<file path="src/rtl/ps2_key_rx_if.sv">
// ps2_key_rx_if
//   Carries the decoded key-event word and status from the PS/2 receiver
//   to the keypad-matrix logic.
//
//   ps2_key   [10:0] {toggle, pressed, extended, code[7:0]}; bit 10 flips
//                    once per published key event, value held in between.
//   frame_err        one-cycle pulse on a framing, parity or timeout error.
//   busy             high while a frame is being shifted in.
//
//   master: the receiver (drives everything); slave: the consumer.
interface ps2_key_rx_if;
    logic [10:0] ps2_key;
    logic        frame_err;
    logic        busy;

    modport master (output ps2_key, output frame_err, output busy);
    modport slave  (input  ps2_key, input  frame_err, input  busy);
endinterface

</file>
<file path="src/rtl/ps2_key_rx.sv">
// ps2_key_rx
//   PS/2 keyboard device-to-host receiver. Synchronizes and glitch-filters
//   the raw clock/data pins, frames 11-bit PS/2 characters, tracks the E0
//   (extended) and F0 (release) prefixes and publishes each finished key
//   event as a toggle-strobed 11-bit word.
//
//   Ports:
//     clk_sys     system clock (only clock)
//     reset_n     asynchronous active-low reset
//     ps2_clk_i   raw PS/2 clock pin (asynchronous)
//     ps2_data_i  raw PS/2 data pin (asynchronous)
//     key_bus     ps2_key_rx_if.master: ps2_key, frame_err, busy
module ps2_key_rx #(
    parameter int FILTER_LEN = 8,
    parameter int TIMEOUT    = 20000
) (
    input  logic          clk_sys,
    input  logic          reset_n,
    input  logic          ps2_clk_i,
    input  logic          ps2_data_i,
    ps2_key_rx_if.master  key_bus
);

    typedef enum logic [1:0] {IDLE, SHIFT, CHECK} state_t;

    localparam logic [7:0]  FLT_LAST = 8'(FILTER_LEN - 1);
    localparam logic [19:0] TO_LIMIT = 20'(TIMEOUT);

    state_t      state, state_next;
    logic        clk_s1, clk_s2, data_s1, data_s2;
    logic        clk_filt;
    logic [7:0]  flt_cnt;
    logic        strobe;
    logic [9:0]  shreg;
    logic [3:0]  bit_cnt;
    logic [19:0] to_cnt;
    logic        ext, rel;
    logic [10:0] key;
    logic        err;

    logic        err_set, publish, set_ext, set_rel, clr_flags;
    logic [7:0]  rx_byte;
    logic        frame_ok;

    // Synchronizers idle high so a released line reads as "no activity".
    always_ff @(posedge clk_sys or negedge reset_n) begin
        if (!reset_n) begin
            clk_s1  <= 1'b1;
            clk_s2  <= 1'b1;
            data_s1 <= 1'b1;
            data_s2 <= 1'b1;
        end else begin
            clk_s1  <= ps2_clk_i;
            clk_s2  <= clk_s1;
            data_s1 <= ps2_data_i;
            data_s2 <= data_s1;
        end
    end

    // The counter runs only while the synchronized clock disagrees with the
    // filtered level; any agreeing sample restarts it, so a run shorter than
    // FILTER_LEN never flips the level.
    always_ff @(posedge clk_sys or negedge reset_n) begin
        if (!reset_n) begin
            clk_filt <= 1'b1;
            flt_cnt  <= 8'd0;
        end else if (clk_s2 == clk_filt) begin
            flt_cnt <= 8'd0;
        end else if (flt_cnt == FLT_LAST) begin
            clk_filt <= clk_s2;
            flt_cnt  <= 8'd0;
        end else begin
            flt_cnt <= flt_cnt + 8'd1;
        end
    end

    // Strobe fires on the cycle the filtered level falls; data_s2 is the bit.
    assign strobe   = clk_filt && !clk_s2 && (flt_cnt == FLT_LAST);

    // shreg = {stop, parity, data[7:0]} once ten bits have been shifted in.
    assign rx_byte  = shreg[7:0];
    assign frame_ok = shreg[9] && (^shreg[8:0]);

    always_ff @(posedge clk_sys or negedge reset_n) begin
        if (!reset_n) state <= IDLE;
        else          state <= state_next;
    end

    always_comb begin
        state_next = state;
        err_set    = 1'b0;
        publish    = 1'b0;
        set_ext    = 1'b0;
        set_rel    = 1'b0;
        clr_flags  = 1'b0;
        case (state)
            IDLE: begin
                if (strobe) begin
                    if (!data_s2) state_next = SHIFT;
                    else          err_set    = 1'b1;
                end
            end
            SHIFT: begin
                // A strobe wins over a timeout landing on the same cycle.
                if (strobe) begin
                    if (bit_cnt == 4'd10) state_next = CHECK;
                end else if (to_cnt == TO_LIMIT) begin
                    err_set    = 1'b1;
                    clr_flags  = 1'b1;
                    state_next = IDLE;
                end
            end
            CHECK: begin
                state_next = IDLE;
                if (!frame_ok) begin
                    err_set   = 1'b1;
                    clr_flags = 1'b1;
                end else begin
                    case (rx_byte)
                        8'hE0: set_ext = 1'b1;
                        8'hF0: set_rel = 1'b1;
                        8'h00, 8'hAA, 8'hEE, 8'hFA, 8'hFE, 8'hFF:
                               clr_flags = 1'b1;
                        default: begin
                            publish   = 1'b1;
                            clr_flags = 1'b1;
                        end
                    endcase
                end
            end
            default: state_next = IDLE;
        endcase
    end

    always_ff @(posedge clk_sys or negedge reset_n) begin
        if (!reset_n) begin
            shreg   <= 10'd0;
            bit_cnt <= 4'd0;
            to_cnt  <= 20'd0;
            ext     <= 1'b0;
            rel     <= 1'b0;
            key     <= 11'h000;
            err     <= 1'b0;
        end else begin
            if (state == SHIFT) begin
                if (strobe) begin
                    shreg   <= {data_s2, shreg[9:1]};
                    bit_cnt <= bit_cnt + 4'd1;
                    to_cnt  <= 20'd0;
                end else begin
                    to_cnt  <= to_cnt + 20'd1;
                end
            end else begin
                to_cnt <= 20'd0;
                if (state == IDLE && strobe && !data_s2) bit_cnt <= 4'd1;
            end

            if (clr_flags) begin
                ext <= 1'b0;
                rel <= 1'b0;
            end else begin
                if (set_ext) ext <= 1'b1;
                if (set_rel) rel <= 1'b1;
            end

            if (publish) key <= {~key[10], ~rel, ext, rx_byte};
            err <= err_set;
        end
    end

    assign key_bus.ps2_key   = key;
    assign key_bus.frame_err = err;
    assign key_bus.busy      = (state == SHIFT);

endmodule

</file>
<file path="src/flat_wrapper.sv">
// flat-port wrapper written by rule: the top's interface ports become plain ports
module ps2_key_rx_flat 
#(
    parameter int FILTER_LEN = 8,
    parameter int TIMEOUT    = 20000
)
  (clk_sys, reset_n, ps2_clk_i, ps2_data_i, key_bus_ps2_key, key_bus_frame_err, key_bus_busy);
  ps2_key_rx_if key_bus_i ();
  input  logic clk_sys;
  input  logic reset_n;
  input  logic ps2_clk_i;
  input  logic ps2_data_i;
  output wire logic [$bits(key_bus_i.ps2_key)-1:0] key_bus_ps2_key;
  output wire logic [$bits(key_bus_i.frame_err)-1:0] key_bus_frame_err;
  output wire logic [$bits(key_bus_i.busy)-1:0] key_bus_busy;
  assign key_bus_ps2_key = key_bus_i.ps2_key;
  assign key_bus_frame_err = key_bus_i.frame_err;
  assign key_bus_busy = key_bus_i.busy;
  ps2_key_rx #(.FILTER_LEN(FILTER_LEN), .TIMEOUT(TIMEOUT)) u_core (.clk_sys(clk_sys), .reset_n(reset_n), .ps2_clk_i(ps2_clk_i), .ps2_data_i(ps2_data_i), .key_bus(key_bus_i));
endmodule
</file>
<file path="config.mk">
export PLATFORM = sky130hd
export DESIGN_NAME = ps2_key_rx_flat
export DESIGN_NICKNAME = d
export VERILOG_FILES = /design/src/rtl/ps2_key_rx_if.sv /design/src/rtl/ps2_key_rx.sv /design/src/flat_wrapper.sv
export SDC_FILE = /design/constraint.sdc
export NUM_CORES = 1
export LEC_CHECK = 0
export CORE_AREA = 3 3 81 83
export DETAILED_ROUTE_END_ITERATION = 8
export DIE_AREA = 0 0 84 86
export PLACE_DENSITY = 0.75
export SETUP_SLACK_MARGIN = 0.4
export SYNTH_ARGS = -nofsm -noshare
export SYNTH_HDL_FRONTEND = slang
export SYNTH_SLANG_ARGS = --single-unit
</file>
<file path="constraint.sdc">
create_clock -name clk_sys -period 2.5 [get_ports clk_sys]
set_input_delay 0.5 -clock clk_sys [delete_from_list [all_inputs] [get_ports clk_sys]]
set_output_delay 0.5 -clock clk_sys [all_outputs]
set_load 0.03 [all_outputs]
</file>
==> results by group <==
STA
  • Final worst-path cycle share: 0.879
  • WHS: approximately 0.16 ns
  • Setup-failing EPs final: 0
  • RSZ-0062 raised after global routing: yes
  • TNS Setup: 0 ns
  • Worst slew margin: 0.733
  • Minimum clock period after layout: 2.20 ns
  • Worst slew pin tran: 0.397 ns
  • Clock skew: about 0.013 ns
  • Maximum clock rate: approximately 450 MHz
  • Final hold viol count: 0
  • Max Slew Vio Count: 0

Floorplan
  • Die ar.: just over 7000 um^2
  • Number of I/O pins: 17
  • Initial core utilization: 0.541
  • Core Area: slightly below 6000 um^2
  • Cell row count: 28
  • Die H: 86 um
  • Width of the die: ~84 um

Critical path
  • Critical path's slowest cell: dfrtp_2
  • CP Cell Sequence: buf_4 > ha_2 > o2111ai_2 > nand4_1 > nor4b_4 > buf_4 > buf_6 > mux2_4
  • Crit path launch type: register
  • Crit path DAT: between 2 and 2.5 ns
  • Worst Path Buf+Inv: 3
  • Critical path class: reg -> reg
  • Max stage delay on crit path: roughly 0.44 ns
  • Worst Path Required: 2.73 ns
  • CP Max Fanout: 5
  • Most Frequent Cell on Critical Path: buf_4
  • Crit end category: register
  • Cell family with most CP delay: simple AND/OR/NAND/NOR gates

Cells and area
  • Finished Cell Area: a little under 4000 um^2
  • Multi-input logic area: between 1500 and 2000 um^2
  • Fill count: ~450
  • Post-route insts no fill: between 400 and 500
  • Number of nets in the layout: about 370
  • P&R area growth vs syn: 20.4%
  • Register area: between 1500 and 2000 um^2
  • Proportion of layout cells with a drive suffix above 1: 0.211
  • # diodes: 0

Global route
  • First-pass GRT wire length: ~10,000 um
  • Grt ovf: 0
  • Total GRT Usage: 0.184
  • Largest net degree at the start of global routing: 64
  • Vias in the first global route: between 2,000 and 2,500
  • Antenna violations before repair: 0

Yosys
  • Synth area leader: dfrtp_1
  • Synth top area share: 0.453
  • Synth Warn #: 0
  • Gate Count Post-Synth: between 300 and 400
  • Yosys cell types: 47
  • Post-synth EDFFs: 0
  • Area of the mapped netlist: roughly 3200 um^2
  • Ys async rst share: 1.00
  • #FFs+latches synth: 63
  • Synth area leaders: dfrtp_1 (45%), ha_1 (8.6%), dfstp_2 (4.1%), o21ai_0 (3.4%), mux2_2 (3.2%)
  • Synth Net Count: 330
  • Post-Syn Area per Cell: roughly 11 um^2
  • Seq/Total Area, Yosys: 0.495
  • Primary FF master, synth: dfrtp_1

Pwr
  • Peak supply drop: 0.000343 V
  • Leak pwr: about 1.6 nW
  • Pwr dens: between 500 and 600 nW/um^2

Routing
  • Antenna Nets Post-Route: 0
  • Wire per inst: roughly 14 um
  • DR DRC count: 0
  • Initial DRC count: between 100 and 150
  • Total Wirelength: around 6100 um
  • Vias per cell: roughly 5.5
  • Drt pass-1 iters: 4
  • Total number of vias: between 2,000 and 2,500

Place
  • Placed Instances: 393
  • GPL Wtd Cong: about 0.88
  • Placed cell area: 3480 um^2
  • IO Port Bufs: 16
  • Dpl hpwl: 3930 um

Clock network
  • CTS buffer count: 9
  • Worst-path clk slew: approximately 0.07 ns
  • Clock Sinks: 63
  • CTS HTree Levels: 3
  • Clk buf depth: 2
  • CTS tree: built
  • Worst skew pair latency: roughly 0.34 ns
  • Root buf cell: clkbuf_8

Worst hold path
  • Hold Path Class: in -> async

Job
  • Max_cap viols: 0

Outcome
  • Outcome: finished clean
==> stage by stage <==
step | utilization | power [W] | setup slack (ns)
2_1_floorplan | - | 0.00113 | 0.308
3_3_place_gp | 0.587 | 0.00117 | 0.300
3_5_place_dp | 0.587 | 0.00117 | 0.236
4_1_cts | 0.640 | 0.00204 | 0.284
5_1_grt | 0.651 | 0.00210 | 0.222
6_report | 0.651 | 0.00201 | 0.302
==> power breakdown <==
part           switching (W)  internal [W]   total, W  leakage (nW)
clock               0.000374      0.000483   0.000857         0.100
combinational      0.0000556     0.0000347  0.0000903         0.686
sequential         0.0000173       0.00105    0.00106         0.859
==> final cells by class <==
cell class                      count  share of cell area
Clock inverter                      4              0.0117
Timing Repair Buffer               35              0.0821
Clock buffer                       12              0.0377
Tap cell                           75              0.0243
Sequential cell                    63               0.411
Multi-Input combinational cell    206               0.408
Inverter                           26              0.0253
==> registers in the layout (all words and copies together) (netlist names) <==
name	count
u_core.bit_cnt	4
u_core.clk_filt	1
u_core.clk_s1	1
u_core.clk_s2	1
u_core.data_s1	1
u_core.data_s2	1
u_core.ext	1
u_core.flt_cnt	8
u_core.key_bus.frame_err	1
u_core.key_bus.ps2_key	11
u_core.rel	1
u_core.shreg	10
u_core.state	2
u_core.to_cnt	20
==> worst register-to-register path: stages, from the launching register on <==
cell and delay, ns:
dfrtp_2 0.44, buf_4 0.15, ha_2 0.19, o2111ai_2 0.22
nand4_1 0.18, nor4b_4 0.33, buf_4 0.17, buf_6 0.12
mux2_4 0.29
==> path summary, 6_finish.rpt <==
check,startpoint,end,slack (ns),cells after the start
max in group asynchronous,reset_n,u_core.clk_filt,2.01,2
worst max register to register,u_core.shreg[5],u_core.key_bus.ps2_key[3],0.30,8
min in group clk_sys,u_core.clk_s1,u_core.clk_s2,0.36,0
worst min-delay path,reset_n,u_core.shreg[0],0.16,2
worst min register to register,u_core.clk_s1,u_core.clk_s2,0.36,0
worst max-delay path,u_core.shreg[5],u_core.key_bus.ps2_key[3],0.30,8
==> cells in the mapped netlist, types with 2 or more instances <==
cell type / number
or3_1: 10
inv_1: 26
buf_2: 3
ha_1: 22
nor4b_1: 2
clkbuf_1: 5
or4_1: 3
xor2_1: 9
a21oi_1: 12
a211oi_1: 2
dfrtp_1: 58
o21ai_0: 22
mux2i_1: 2
nor2_1: 21
nand3_1: 14
nor3_1: 6
mux2_2: 9
xnor2_1: 7
nor4_1: 3
and3_1: 8
o31ai_1: 3
dfstp_2: 5
o2bb2ai_1: 3
mux2_4: 2
a31oi_1: 3
nand2_1: 16
nand4_1: 8
==> cell usage in the layout (no fill, tap or decap), types with 9 or more instances in the layout <==
cell / n
dfrtp_1: 57
buf_4: 15
ha_1: 18
nand2_1: 16
a21oi_1: 12
or3_1: 9
nor2_1: 20
nand3_1: 14
clkbuf_8: 10
o21ai_0: 21
inv_1: 22
clkdlybuf4s50_1: 14
mux2_4: 10
==> layer usage <==
metal / track usage / wire [um] / up-vias
li1: - / - / 1139
met1: 0.243 / 2830 / 1118
met2: 0.287 / 2940 / 37
met3: 0.0586 / 206 / 9
met4: 0.0687 / 82 / 0
met5: 0 / 0 / -
==> cells by family after synthesis <==
kind of cell    Yosys count  share of synthesized area
simple gates            101                      0.174
xor+xnor                 18                     0.0559
flops                    63                      0.495
mux                      13                     0.0473
fa+ha+maj                22                     0.0860
compound gates           52                     0.0973
buf+inv                  35                     0.0446
==> repair_timing <==
item,in CTS,in global routing
setup endpoints to repair,18,21
hold buffers,0,0
buffers inserted,6,5
resized for setup,19,11
gates cloned,1,0
hold endpoints to repair,0,0
pin swaps,3,5
Note: power is estimated with default switching activity, not from simulation.
